## config.mk

```make
export PLATFORM = sky130hd
export DESIGN_NAME = outport_uart_tx
export DESIGN_NICKNAME = d
export VERILOG_FILES = /design/src/rtl/outport_uart_tx.sv
export SDC_FILE = /design/constraint.sdc
export NUM_CORES = 1
export LEC_CHECK = 0
export ABC_AREA = 1
export CORE_ASPECT_RATIO = 1.5
export CORE_MARGIN = 5
export CORE_UTILIZATION = 52
export DETAILED_ROUTE_END_ITERATION = 8
export PLACE_DENSITY = 0.74
export SLEW_MARGIN = 10
export SYNTH_ARGS = -nofsm -noshare
export SYNTH_HDL_FRONTEND = slang
export SYNTH_SLANG_ARGS = --single-unit
export TNS_END_PERCENT = 100
```

## constraint.sdc

```tcl
create_clock -name clk -period 2.27 [get_ports clk]
set_input_delay 0.454 -clock clk [delete_from_list [all_inputs] [get_ports clk]]
set_output_delay 0.454 -clock clk [all_outputs]
set_load 0.01 [all_outputs]
```

## src/rtl/outport_uart_tx.sv

```systemverilog
// outport_uart_tx: buffers bytes from the output strobe in a FIFO and sends each as an 8N1 frame on tx.
// Define OUTPORT_PARITY_EN to insert an even-parity bit between the data bits and the stop bit.
module outport_uart_tx #(
  parameter int CLKS_PER_BIT = 4,
  parameter int FIFO_DEPTH = 4
) (
  input  logic                          clk,
  input  logic                          reset,
  input  logic                          wr_en,
  input  logic [7:0]                    wr_data,
  output logic                          full,
  output logic                          empty,
  output logic [$clog2(FIFO_DEPTH):0]   count,
  output logic                          overflow,
  output logic                          tx,
  output logic                          tx_busy
);
  localparam int AW = $clog2(FIFO_DEPTH);
  localparam int CNTW = AW + 1;
  localparam int CW = $clog2(CLKS_PER_BIT);
  typedef enum logic [2:0] {IDLE, START, DATA, PARITY, STOP} state_t;
`ifdef OUTPORT_PARITY_EN
  localparam state_t AFTER_DATA = PARITY;
`else
  localparam state_t AFTER_DATA = STOP;
`endif
  state_t state, state_n;
  logic [7:0] mem [FIFO_DEPTH];
  logic [AW-1:0] head, tail;
  logic [7:0] data, data_n;
  logic [CW-1:0] cnt, cnt_n;
  logic [2:0] bit_idx, bit_n;
  logic last, pop, wr_ok, tx_d;

  assign full = count == CNTW'(FIFO_DEPTH);
  assign empty = count == '0;
  assign tx_busy = state != IDLE;
  assign wr_ok = wr_en && !full;
  assign last = cnt == CW'(CLKS_PER_BIT - 1);
  assign pop = !empty && (state == IDLE || (state == STOP && last));

  always_ff @(posedge clk)
    if (wr_ok) mem[tail] <= wr_data;

  always_ff @(posedge clk) begin
    if (!reset) begin
      head <= '0;
      tail <= '0;
      count <= '0;
      overflow <= 1'b0;
    end else begin
      if (wr_ok) tail <= tail + 1'b1;
      if (pop) head <= head + 1'b1;
      count <= count + CNTW'(wr_ok) - CNTW'(pop);
      if (wr_en && full) overflow <= 1'b1;
    end
  end

  always_ff @(posedge clk) begin
    if (!reset) begin
      state <= IDLE;
      cnt <= '0;
      bit_idx <= '0;
      data <= '0;
      tx <= 1'b1;
    end else begin
      state <= state_n;
      cnt <= cnt_n;
      bit_idx <= bit_n;
      data <= data_n;
      tx <= tx_d;
    end
  end

  always_comb begin
    state_n = state;
    case (state)
      IDLE:    state_n = empty ? IDLE : START;
      START:   state_n = last ? DATA : START;
      DATA:    state_n = (last && bit_idx == 3'd7) ? AFTER_DATA : DATA;
      PARITY:  state_n = last ? STOP : PARITY;
      STOP:    state_n = !last ? STOP : empty ? IDLE : START;
      default: state_n = IDLE;
    endcase
    cnt_n = (state == IDLE || last) ? '0 : cnt + 1'b1;
    bit_n = (state == DATA) ? bit_idx + 3'(last) : '0;
    data_n = pop ? mem[head] : data;
  end

  // tx is computed from the next state so the line changes on the same edge as the FSM
  always_comb begin
    tx_d = state_n == START  ? 1'b0 :
           state_n == DATA   ? data_n[bit_n] :
           state_n == PARITY ? ^data_n : 1'b1;
  end
endmodule

```

==> flow_summary_export.csv, run 1 <==
group,metric,value,unit
synthesis,yosys_warnings,0,
worst_hold_path,hp-start,"cnt[0]",
global_routing,antenna_found_initial,0,
clock_tree,insertion_delay,0.34,ns
power_and_ir_drop,pwr-share-comb,45.0,%
timing,finalSetupTns,0,ns
final_layout,drive_gt1_share,10.15,%
power_and_ir_drop,p_per_area,1261,nW/um^2
critical_path,required,1.82,ns
synthesis,ys_ff_latch,59,
power_and_ir_drop,swShare,39.91,%
timing,period_share,91.17,%
floorplan,initial_utilization,53.42,%
timing,setup_violations,0,
placement,port_buffers,18,
placement,place_congestion,0.8784,
detailed_routing,wl,5161,um
synthesis,synth_commonest_cells,"nand2_1, inv_1, nand3_1",
detailed_routing,drc,0,
critical_path,r2r_end,"count[2]",
status,status,"complete, no violations",
synthesis,synth_seq_area_share,51.57,%
worst_hold_path,hold_class,"reg -> reg",
critical_path,startpoint_type,"flop",
synthesis,syn_area,2912,um^2
timing,rsz0062_at_grt,"no",
critical_path,worstSetupEndpointType,"output pin",
final_layout,antenna_cells,0,
timing,period_needed,2.070,ns
synthesis,netlist.area_leader.share,33.00,%
global_routing,grt_first_pass_wirelength,8928,um
timing,skew,0.007796,ns
placement,placed_area,3197,um^2
synthesis,synth-edff-count,32,
clock_tree,cts_tree,"done",
floorplan,chipWidth,71.10,um
critical_path,timing.rr.start,"cnt[0]",
detailed_routing,drtIter0Drc,123,
synthesis,synth_top_area_cell,"edfxtp_1",
floorplan,core_area,5450,um^2
detailed_routing,drt_first_pass_iters,4,
clock_tree,clkTransAtPathRegs,0.07,ns
detailed_routing,avgViaCountPerCell,4.736,
timing,tightest_slew,0.3607,ns
critical_path,cp.arrival,1.62,ns
detailed_routing,vias,2245,
floorplan,die_h,101.6,um
clock_tree,cts_buffer_depth,2,
timing,max_freq,483.2,MHz
clock_tree,numCtsBuffers,9,
worst_hold_path,min_to,"cnt[0]",
power_and_ir_drop,switchingPower,1.707,mW
clock_tree,clkSinkCount,59,
floorplan,die-area,7226,um^2
detailed_routing,routedWlPerCell,10.89,um
detailed_routing,ant_nets,0,
critical_path,r2r_setup_slack,0.24,ns
clock_tree,root_buffer,"clkbuf_8",
critical_path,crit_type,"reg -> out",
clock_tree,cts_post_setup_buffers_inserted,0,
placement,post-dp-hpwl,3858,um
synthesis,avgSynthCellArea,7.933,um^2
synthesis,async_flop_share,0,%
critical_path,ff2ff_path_depth,11,
power_and_ir_drop,p_clk_share,20.9,%
floorplan,rows,33,
synthesis,synthTopCellsByArea,"edfxtp_1, dfxtp_1, nand2_1, inv_1, nand3_1",
clock_tree,htreeDepth,3,
global_routing,grt_overflow_total,0,
synthesis,yosysMostFrequentCell,"nand2_1",
timing,hold_viol,0,
timing,slew_headroom,75.84,%
synthesis,synth_ff_type,"edfxtp_1",
global_routing,grt_max_degree,17,
synthesis,synth_cells,367,
power_and_ir_drop,internal_power,2.570,mW
timing,drv_slew,0,
power_and_ir_drop,seq_power_share,34.1,%
synthesis,synth_cell_types,29,
global_routing,grt_usage,15.89,%
critical_path,critPathMaxFanout,4,
final_layout,final_area,3391,um^2
synthesis,syn-num-nets,388,
final_layout,area_delta_synth_final,16.46,%
power_and_ir_drop,power_leakage,1.646,nW
global_routing,grt_pass1_vias,2110,
flow_run,maxCapViolCount,0,
floorplan,ios,19,
worst_hold_path,hold_depth,1,
power_and_ir_drop,max-vdd-ir-drop,578.5,uV
final_layout,fin_util,62.21,%
final_layout,nets,420,
==> worst max-delay path, cell delays in order, from the launching register on <==
cell	delay [ns]
dfxtp_1	0.33
inv_1	0.13
nand2_1	0.12
nor2_1	0.14
clkdlybuf4s50_1	0.56
==> what timing repair did <==
item	in CTS	in global routing
hold buffers	0	0
resized for setup	0	3
endpoints found under the setup margin	0	1
hold endpoints to repair	0	0
==> how the worst max path moves through the flow <==
stage	from	to	slack (ns)	cells after the start
global route	cnt[0]	tx	0.005	17
global placement	wr_en	count[2]	0.04	8
floorplan	cnt[0]	count[2]	0.09	12
CTS	count[1]	full	0.17	4
detailed placement	wr_en	count[2]	0.007	8
finish	count[1]	full	0.20	4
==> per-stage QoR <==
| stage | setup WS [ns] | hold slack (ns) | instances | total power, mW |
|---|---|---|---|---|
| finish | 0.2004 | 0.4238 | 474 | 4.276 |
| global route | 0.005407 | 0.4515 | 474 | 4.686 |
| CTS | 0.1703 | 0.4271 | 474 | 4.289 |
| detailed placement | 0.007471 | 0.4175 | 458 | 3.382 |
| global placement | 0.03523 | 0.4065 | 458 | 3.347 |
| floorplan | 0.08653 | 0.3986 | 367 | 2.982 |
==> cells by family (layout without fill, tap and decap cells) <==
group                      Yosys count  count (layout)  synth area share (%)
and+or+nand+nor                    191             191                 27.93
buffers and inverters               87             124                 12.38
DFF                                 59              59                 51.57
AOI/OAI and AO/OA                   20              20                 3.567
adders and majority gates           10              10                 4.555
==> sequential cells by signal, summed over array words and instances, names as in the netlist, named ones only <==
signal    cells
state         3
cnt           2
tx            1
mem          32
data          8
bit_idx       3
overflow      1
head          2
count         3
tail          2
==> metal layers <==
metal	global-route usage (%)	wire length (um)	vias up
met1	16.96	2148	1001
met3	3.674	134	16
li1	-	-	1200
met2	28.52	2703	28
met4	8.973	174	0
met5	0	0	-
==> power by group through the flow <==
stage	Clock, mW	Combinational (mW)	Sequential (mW)
floorplan	0	1.53	1.45
global placement	0	1.87	1.47
detailed placement	0	1.90	1.48
CTS	0.914	1.91	1.46
global route	0.963	2.24	1.48
finish	0.893	1.93	1.46
==> cells in the final DEF, fill, tap and decap left out, drive strengths merged, types with 2 or more instances in the layout <==
cell | synthesis | layout
a21oi | 9 | 9
a31oi | 2 | 2
buf | 7 | 10
clkbuf | 0 | 10
clkdlybuf4s50 | 0 | 18
clkinv | 3 | 7
dfxtp | 27 | 27
edfxtp | 32 | 32
ha | 9 | 9
inv | 77 | 77
nand2 | 119 | 119
nand3 | 36 | 36
nor2 | 30 | 30
nor3 | 3 | 3
o21ai | 8 | 8
==> final cells by class <==
type | instances | area, um^2
clock inverter | 6 | 56.30
inverter | 80 | 302.8
timing repair buffer | 28 | 262.8
clock buffer | 10 | 127.6
tap | 70 | 87.58
multi-input combinational | 221 | 1052
fill | 496 | 2059
sequential | 59 | 1501
Note: power is estimated with default switching activity, not from simulation.
==> run 2, diff against run 1 <==
Settings changed: PLACE_DENSITY 0.74 to 0.71.
Clock period 2.27 ns to 2.3 ns, I/O delays scaled along.
==> flow_summary_export.csv, run 2 (same netlist as run 1, synthesis figures left out) <==
group,metric,value,unit
timing,setup_violations,0,
final_layout,fin_cells,475,
floorplan,die_h,101.6,um
power_and_ir_drop,pwr-share-comb,46.6,%
timing,finalSetupTns,0,ns
status,status,"complete, no violations",
critical_path,cp.arrival,2.32,ns
placement,post-dp-hpwl,3814,um
critical_path,r2r_end,"count[2]",
global_routing,grt_max_degree,17,
timing,slew_headroom,75.19,%
power_and_ir_drop,internal_power,2.404,mW
timing,max_freq,483.1,MHz
critical_path,worstSetupEndpointType,"flop",
clock_tree,cts_buffer_depth,2,
global_routing,grt_overflow_total,0,
floorplan,rows,33,
detailed_routing,wl,5166,um
final_layout,antenna_cells,0,
clock_tree,insertion_delay,0.33,ns
placement,port_buffers,18,
timing,setup_ws,0.2300,ns
global_routing,grt_usage,16.48,%
power_and_ir_drop,p_per_area,1218,nW/um^2
global_routing,grt_pass1_vias,2122,
timing,tightest_slew,0.3704,ns
timing,hold_viol,0,
global_routing,antenna_found_initial,0,
power_and_ir_drop,swShare,41.32,%
final_layout,nets,421,
detailed_routing,routedWlPerCell,10.88,um
worst_hold_path,hold_class,"reg -> reg",
flow_run,maxCapViolCount,0,
final_layout,layout_commonest_cell,"nand2_1",
floorplan,core_area,5450,um^2
power_and_ir_drop,seq_power_share,34.9,%
critical_path,startpoint_type,"flop",
clock_tree,cts_tree,"done",
critical_path,crit_type,"reg -> reg",
worst_hold_path,hold_depth,1,
critical_path,critPathMaxFanout,4,
clock_tree,clkTransAtPathRegs,0.07,ns
global_routing,grt_first_pass_wirelength,9177,um
clock_tree,clkSinkCount,59,
floorplan,initial_utilization,53.42,%
detailed_routing,drtIter0Drc,69,
clock_tree,root_buffer,"clkbuf_8",
power_and_ir_drop,p_clk_share,18.5,%
critical_path,startpoint,"cnt[0]",
critical_path,required,2.55,ns
placement,placed_cells,459,
critical_path,timing.rr.start,"cnt[0]",
detailed_routing,avgViaCountPerCell,4.699,
detailed_routing,ant_nets,0,
timing,period_needed,2.070,ns
timing,rsz0062_at_grt,"no",
critical_path,r2r_setup_slack,0.23,ns
timing,drv_slew,0,
timing,skew,0.006074,ns
final_layout,largest_register_ffs,32,
placement,place_congestion,0.8642,
clock_tree,ctsResizeCount,0,
clock_tree,htreeDepth,3,
power_and_ir_drop,max-vdd-ir-drop,734.9,uV
clock_tree,cts_post_setup_buffers_inserted,0,
placement,place_ws,0.03241,ns
detailed_routing,drc,0,
floorplan,chipWidth,71.10,um
detailed_routing,vias,2232,
final_layout,reg.largest.list,"mem (32), data (8)",
worst_hold_path,min_to,"cnt[0]",
final_layout,drive_gt1_share,9.877,%
floorplan,ios,19,
detailed_routing,drt_first_pass_iters,4,
critical_path,ff2ff_path_depth,11,
floorplan,die-area,7226,um^2
clock_tree,ctsHoldBuffers,0,
final_layout,layout_common_cells,"nand2_1, inv_1, nand3_1",
worst_hold_path,hp-start,"cnt[0]",
power_and_ir_drop,power.total,4.097,mW
final_layout,area_delta_synth_final,15.51,%
power_and_ir_drop,switchingPower,1.693,mW
power_and_ir_drop,power_leakage,1.643,nW
timing,period_share,90.00,%
clock_tree,numCtsBuffers,9,
final_layout,regMostFlops,"mem",
-- run 2: per-stage QoR --
step / hold WS, ns / cell area [um^2] / utilization [%]
after floorplan: 0.3986 / 2912 / -
after CTS: 0.4263 / 3363 / 61.71
final: 0.4230 / 3363 / 61.71
after global routing: 0.4638 / 3363 / 61.71
after detailed placement: 0.4167 / 3204 / 58.79
after global placement: 0.4070 / 3204 / 58.79
-- run 2: worst max path at each step --
stage	slack (ns)	to
2_1_floorplan	0.12	count[2]
3_3_place_gp	0.06	count[2]
3_5_place_dp	0.03	count[2]
4_1_cts	0.20	full
5_1_grt	0.03	tx
6_report	0.23	count[2]
-- run 2: power by group through the flow --
stage	clock network (mW)	logic, mW	registers [mW]
finish	0.757	1.91	1.43
global placement	0	1.89	1.45
detailed placement	0	1.93	1.45
global route	0.841	2.26	1.45
floorplan	0	1.51	1.43
CTS	0.790	1.94	1.43
-- run 2: metal layers --
layer	wire, um	vias to the layer above	GRT usage [%]	part of all wire, %
met5	0	-	0	0
met4	109	0	7.815	2.1
met3	166	11	4.270	3.2
met2	2690	30	29.09	52
met1	2199	1001	18.39	43
li1	-	1190	-	-
-- run 2: critical path, cell delays in order (launching register included) --
cell and delay (ns):
dfxtp_1 0.31, ha_1 0.25, inv_1 0.10, nand2_2 0.07
nand2_2 0.08, nor2_4 0.04, ha_1 0.26, inv_1 0.04
ha_1 0.18, fa_1 0.37, and3_1 0.18, nor3_1 0.11
-- run 2: area by class of cell --
cell class              count  area [um^2]
repair buffers             29        262.8
well taps                  70        87.58
clock buffers               9        123.9
clock inverters             7        35.03
multi-input cells         221         1050
fillers                   526         2087
inverters                  80        302.8
flip-flops and latches     59         1501
